--- config.mk ---
export PLATFORM = sky130hd
export DESIGN_NAME = seq_det_sched
export DESIGN_NICKNAME = d
export VERILOG_FILES = /design/src/rtl/seq_det_sched.sv
export SDC_FILE = /design/constraint.sdc
export NUM_CORES = 1
export LEC_CHECK = 0
export ABC_AREA = 1
export ABC_CLOCK_PERIOD_IN_PS = 2460
export BUFFER_PORTS_ARGS = -buffer_cell sky130_fd_sc_hd__buf_2
export CAP_MARGIN = 20
export CORE_ASPECT_RATIO = 1.5
export CORE_UTILIZATION = 40
export CTS_BUF_LIST = sky130_fd_sc_hd__clkbuf_4 sky130_fd_sc_hd__clkbuf_8
export DETAILED_ROUTE_END_ITERATION = 6
export SLEW_MARGIN = 15
export SYNTH_ARGS = -nofsm -noshare
export SYNTH_HDL_FRONTEND = slang
export SYNTH_SLANG_ARGS = --single-unit
--- constraint.sdc ---
create_clock -name clk -period 2.46 [get_ports clk]
set_input_delay 0.123 -clock clk [delete_from_list [all_inputs] [get_ports clk]]
set_output_delay 0.123 -clock clk [all_outputs]
set_load 0.01 [all_outputs]
--- src/rtl/seq_det_sched.sv ---
`default_nettype none
// +----------------------------------------------------------------------+
// | seq_det_sched: configurable serial pattern detector with run control |
// | Rev 1.0                                                              |
// +----------------------------------------------------------------------+
module seq_det_sched (
   input  logic       clk,
   input  logic       rst,
   input  logic       cfg_valid,
   output logic       cfg_ready,
   input  logic [3:0] cfg_pat,
   input  logic [1:0] cfg_len,
   input  logic       cfg_ovl,
   input  logic [7:0] cfg_target,
   input  logic       in_valid,
   input  logic       in_bit,
   output logic       in_ready,
   input  logic       abort,
   input  logic       done_ack,
   output logic       det,
   output logic [7:0] count,
   output logic       done,
   output logic       busy
);

   localparam logic [1:0] c_IDLE = 2'd0;
   localparam logic [1:0] c_RUN  = 2'd1;
   localparam logic [1:0] c_DONE = 2'd2;

   logic [1:0] state_q,  state_d;
   logic [3:0] pat_q,    pat_d;
   logic [1:0] len_q,    len_d;
   logic       ovl_q,    ovl_d;
   logic [7:0] target_q, target_d;
   logic [3:0] hist_q,   hist_d;
   logic [2:0] fill_q,   fill_d;
   logic [7:0] count_q,  count_d;
   logic       det_q,    det_d;

   logic       w_accept;
   logic [3:0] w_hist_n;
   logic [2:0] w_fill_n;
   logic [2:0] w_len_full;
   logic [3:0] w_mask;
   logic       w_match;
   logic [7:0] w_count_inc;

   // Fill saturates at 4 so it always tells how many history bits are valid.
   always_comb begin
      w_accept    = in_valid && (state_q == c_RUN);
      w_hist_n    = {hist_q[2:0], in_bit};
      w_fill_n    = (fill_q == 3'd4) ? 3'd4 : fill_q + 3'd1;
      w_len_full  = {1'b0, len_q} + 3'd1;
      w_count_inc = count_q + 8'd1;
      case (len_q)
         2'd0:    w_mask = 4'b0001;
         2'd1:    w_mask = 4'b0011;
         2'd2:    w_mask = 4'b0111;
         default: w_mask = 4'b1111;
      endcase
      w_match = w_accept && (w_fill_n >= w_len_full) &&
                (((w_hist_n ^ pat_q) & w_mask) == 4'b0000);
   end

   always_comb begin
      state_d  = state_q;
      pat_d    = pat_q;
      len_d    = len_q;
      ovl_d    = ovl_q;
      target_d = target_q;
      hist_d   = hist_q;
      fill_d   = fill_q;
      count_d  = count_q;
      det_d    = 1'b0;
      case (state_q)
         c_IDLE: begin
            if (cfg_valid) begin
               pat_d    = cfg_pat;
               len_d    = cfg_len;
               ovl_d    = cfg_ovl;
               target_d = cfg_target;
               count_d  = 8'd0;
               hist_d   = 4'd0;
               fill_d   = 3'd0;
               state_d  = c_RUN;
            end
         end
         c_RUN: begin
            // Abort takes priority: a bit offered alongside it is consumed and dropped.
            if (abort) begin
               state_d = c_IDLE;
            end else if (w_accept) begin
               hist_d = w_hist_n;
               fill_d = w_fill_n;
               if (w_match) begin
                  det_d   = 1'b1;
                  count_d = w_count_inc;
                  if (!ovl_q) begin
                     fill_d = 3'd0;
                  end
                  if ((target_q != 8'd0) && (w_count_inc == target_q)) begin
                     state_d = c_DONE;
                  end
               end
            end
         end
         c_DONE: begin
            if (abort || done_ack) begin
               state_d = c_IDLE;
            end
         end
         default: begin
            state_d = c_IDLE;
         end
      endcase
   end

   always_ff @(posedge clk) begin
      if (!rst) begin
         state_q  <= c_IDLE;
         pat_q    <= 4'd0;
         len_q    <= 2'd0;
         ovl_q    <= 1'b0;
         target_q <= 8'd0;
         hist_q   <= 4'd0;
         fill_q   <= 3'd0;
         count_q  <= 8'd0;
         det_q    <= 1'b0;
      end else begin
         state_q  <= state_d;
         pat_q    <= pat_d;
         len_q    <= len_d;
         ovl_q    <= ovl_d;
         target_q <= target_d;
         hist_q   <= hist_d;
         fill_q   <= fill_d;
         count_q  <= count_d;
         det_q    <= det_d;
      end
   end

   assign cfg_ready = (state_q == c_IDLE);
   assign in_ready  = (state_q == c_RUN);
   assign done      = (state_q == c_DONE);
   assign busy      = (state_q == c_RUN) || (state_q == c_DONE);
   assign det       = det_q;
   assign count     = count_q;

endmodule
`default_nettype wire

======== Yosys cells after proc, flatten, opt, wreduce, memory -nomap -nowiden ========
Index checks and enable logic that the tools add are counted.
storage, ports and cells
  input bits .............................. 22
  bits in read-only memories .............. 0
  latch bits .............................. 0
  memories ................................ 0
  bits in writable memories ............... 0
  register bits ........................... 32
  logic and storage cells ................. 73
operators by class
  shift operators ......................... 0
  add/sub/neg operators ................... 3
  multiplexer cells ....................... 25
  divide/modulo/power cells ............... 0
  reduce and logical (&&, ||, !) cells .... 16
  bitwise logic cells ..................... 5
  order comparisons ....................... 1
  eq/ne operators ......................... 14
  $mul .................................... 0
operators with widths
  cell                                                                   number
  8-bit two-way mux                                                      4
  3-bit two-way mux                                                      9
  8-bit one-hot mux with 2 select lines                                  1
  2-bit two-way mux                                                      6
  3-bit one-hot mux with 2 select lines                                  2
  4-bit one-hot mux with 3 select lines                                  1
  5-bit AND reduction                                                    2
  3-bit by 1-bit != test with 1-bit output, second input constant        3
  8-bit by 1-bit adder with 8-bit output, second input constant          1
  8-bit equality test                                                    1
  8-bit nonzero test                                                     1
  2-bit by 1-bit != test with 1-bit output, second input constant        3
  2-bit one-hot mux with 3 select lines                                  1
  4-bit bitwise AND                                                      1
  2-bit by 1-bit equality test with 1-bit output, second input constant  2
  2-bit equality test, second input constant                             2
  1-bit logical AND                                                      4
  2-bit logical NOT                                                      2
  4-bit logical NOT                                                      1
  2-bit != test, second input constant                                   2
  4-bit AND reduction                                                    1
  4-bit OR reduction                                                     1
  4-bit XOR                                                              1
  2-bit by 1-bit adder with 3-bit output, second input constant          1
  other kinds (8)                                                        11

======== Longest topological paths before layout ========
  word-level depth ........................ 9
  gate-level depth with buffers ........... 14

======== Worst setup path after synthesis ========
Ideal clock, no wire load.
  kind .................................... register to register
  start point ............................. register fill_q[0]
  end point ............................... register count_q[0] (netlist: count[0])
  path slack .............................. 419 ps
  library setup time ...................... 116 ps
  path buffers ............................ 0
  data arrival time ....................... 1925 ps
  data required time ...................... 2344 ps
  stages on the path, launching flop included .. 13
  cell sequence ........................... dfxtp_1 > ha_1 > or2_2 > nand3_1 > ha_1 > a21oi_1 > nand3_1 > nand2_1 > nor2_2 > o21ai_2 > clkinv_1 > o21ai_0 > nor2_1
between the ends
  cells in the longest elaborated chain, start to end .. 7
ends and longest elaborated chain
  what                                                                           line  RTL
  from (decl)                                                                    36    logic [2:0] fill_q, fill_d;
  from (signal assigned)                                                         136   fill_q <= fill_d;
  3-bit by 1-bit adder with 3-bit output or 3-bit equality test (tied branches)  52    w_fill_n = (fill_q == 3'd4) ? 3'd4 : fill_q + 3'd1;
  3-bit two-way mux (*)                                                          52
  3-bit greater-or-equal comparator (*)                                          61    w_match = w_accept && (w_fill_n >= w_len_full) &&
  1-bit logical AND (*) (2 in a row)                                             61
  2-bit by 1-bit != test with 1-bit output (no source line) (*)                  --
  5-bit AND reduction (no source line) (*)                                       --
  to (signal assigned)                                                           137   count_q <= count_d;
  to (decl)                                                                      37    logic [7:0] count_q, count_d;
Every way passes the cells marked *; elsewhere a longest branch is shown, timed or not.
A chain may end at the register's enable or synchronous reset.

======== Final worst setup path ========
  start point ............................. register fill_q[0]
  end point ............................... register count_q[4] (netlist: count[4])
The elaborated chain is that of the path after synthesis.

==> out/results.tsv <==
metric	value	unit
outcome	complete, no violations	
stdcell_area	2270	µm²
critPathRequiredTime	2.68	ns
vias_per_cell	4.86	
worstPathArrival	2.37	ns
fmax	0.467	GHz
start_util	41.9	%
portBuffers	34	
crit_type	reg2reg	
grt_setup_unrepaired	false	
power	2.41	mW
synth_flop_cell	dfxtp_1	
grt_max_degree	25	
cts_tree	built	
wl_per_cell	11.4	µm
synth.top_cells.by_count	nand2_1, nor2_1, dfxtp_1, inv_1, a21oi_1	
critPathLaunchType	register	
cts_root_buffer	clkbuf_8	
reg2reg_slack	0.32	ns
hp-class	in2reg	
utilization	49.5	%
max_cap_viol_count	0	
leakage	1.06	nW
yosysUniqueCellTypes	28	
synth_area_leader_cell	dfxtp_1	
ctsHtreeMaxLevel	2	
io_pins	35	
ant_nets	0	
netlist_instances	280	
overflow	0	
layout.cells.non_filler	383	
fp.dieH	86.8	µm
first_iter_violations	51	
drt-pass1-iter-count	4	
num_antenna_cells	0	
cts_num_sinks	32	
fillers	492	
synth.top_cells.by_area	dfxtp_1, nand2_1, ha_1, a21oi_1, nor2_1	
drv_slew	0	
cellPowerDensity	1060	nW/µm²
post_cts_resized	0	
synth-seq-cells	32	
clock-skew-final	0.0101	ns
grt_pass1_wl	7340	µm
finalHoldViolCount	0	
dp.cells	375	
max_slew_margin	67.9	%
coreArea	4580	µm²
avgSynthCellArea	6.85	µm²
via_count	1863	
cts_buffer_depth	2	
end_kind	register	
crit_fanout	13	
ys_seq_area_share	33.4	%
worst_pin_slew	0.480	ns
rows	30	
grt_pass1_vias	1704	
layout.nets	352	
cts_buffers	5	
area_delta_synth_final	18.3	%
die-area	5080	µm²
worst_ir_drop_vdd	0.000397	V
holdWs	0.0770	ns
place_ws	0.332	ns
yosys_warnings	0	
cts_hold_buf	0	
finalWorstSetupSlack	0.317	ns
min_period	2.14	ns
route.detailed.drc	0	
track_usage	19.1	%
hold_depth	3	
syn_area	1920	µm²
die_w	58.5	µm
cts.clk_slew.worst_paths	0.08	ns
synth.top_cell.area_share	33.4	%
synthArstFlopShare	0	%
place_congestion	0.854	
synth.most_common_cell	nand2_1	
drt-total-wl	4370	µm
dpl_cell_area	2160	µm²
antenna_found_initial	0	
drive_gt1_share	22.3	%
fin_tns_setup	0	ns
synth-edff-count	0	
cts_setup_buffers	0	
setup_viol	0	
min_period_over_period	87.1	%
hpwl	3430	µm
syn-num-nets	314	
reg2reg_depth	12	
insertion_delay	0.29	ns
==> where the power goes <==
group          switching, mW  leakage [nW]  internal [mW]
Sequential             0.140         0.263          0.654
Combinational          0.701         0.743          0.406
Clock                  0.212        0.0541          0.300
==> per-layer routing <==
layer / GRT usage [%] / wire (µm)
met5: 0 / 0
met4: 7.58 / 92
met3: 4.18 / 122
met2: 35.9 / 2390
met1: 19.9 / 1770
==> flip-flops by register name, summed over array words and instances (netlist names), 2 cells and up <==
| signal | count |
|---|---|
| fill_q | 3 |
| state_q | 2 |
| hist_q | 3 |
| target_q | 8 |
| pat_q | 4 |
| count | 8 |
| len_q | 2 |
==> cells in the final DEF, fill, tap and decap left out <==
master and instances:
a21o_1 1, a21oi_1 29, a21oi_2 3, buf_2 34, buf_4 2, bufinv_16 1
clkbuf_8 5, clkinv_1 2, clkinv_2 1, clkinvlp_4 1, dfxtp_1 32, ha_1 12
inv_1 32, inv_2 3, inv_4 1, nand2_1 54, nand2_2 7, nand3_1 23
nand3_2 3, nand3b_1 3, nor2_1 33, nor2_2 4, nor2_8 2, nor3_2 1
nor4_1 1, o21ai_0 20, o21ai_1 4, o21ai_2 1, or2_1 1, or2_2 2
xnor2_1 1
==> worst max-delay path, stage by stage (launching register included) <==
cell,delay (ns)
dfxtp_1,0.33
ha_1,0.20
or2_2,0.29
nand3_1,0.09
ha_1,0.26
a21oi_1,0.16
nand3_1,0.08
nand2_1,0.08
nor2_2,0.05
o21ai_2,0.12
buf_4,0.20
o21ai_0,0.08
a21oi_1,0.13
==> cell families after synthesis <==
kind of cell	share of synthesized area, %
adders and majority gates	7.83
and+or+nand+nor	33.3
AOI/OAI and AO/OA	16.1
DFF	33.4
buffers and inverters	8.94
xor gates and xnor gates	0.457
==> final timing paths <==
path                  start       end
setup / recovery  fill_q[0]  count[4]
hold / removal      cfg_ovl     ovl_q
setup reg to reg  fill_q[0]  count[4]
hold reg to reg    pat_q[1]  pat_q[1]
==> area by class of cell <==
type                            instances  area, µm²  area share, %
Clock buffer                            5       68.8           3.04
Timing Repair Buffer                   36        185           8.17
Sequential cell                        32        641           28.3
Clock inverter                          3       42.5           1.88
Tap cell                               64       80.1           3.53
Inverter                               38        145           6.40
Multi-Input combinational cell        205       1100           48.7
(Power assumes the default switching activity.)
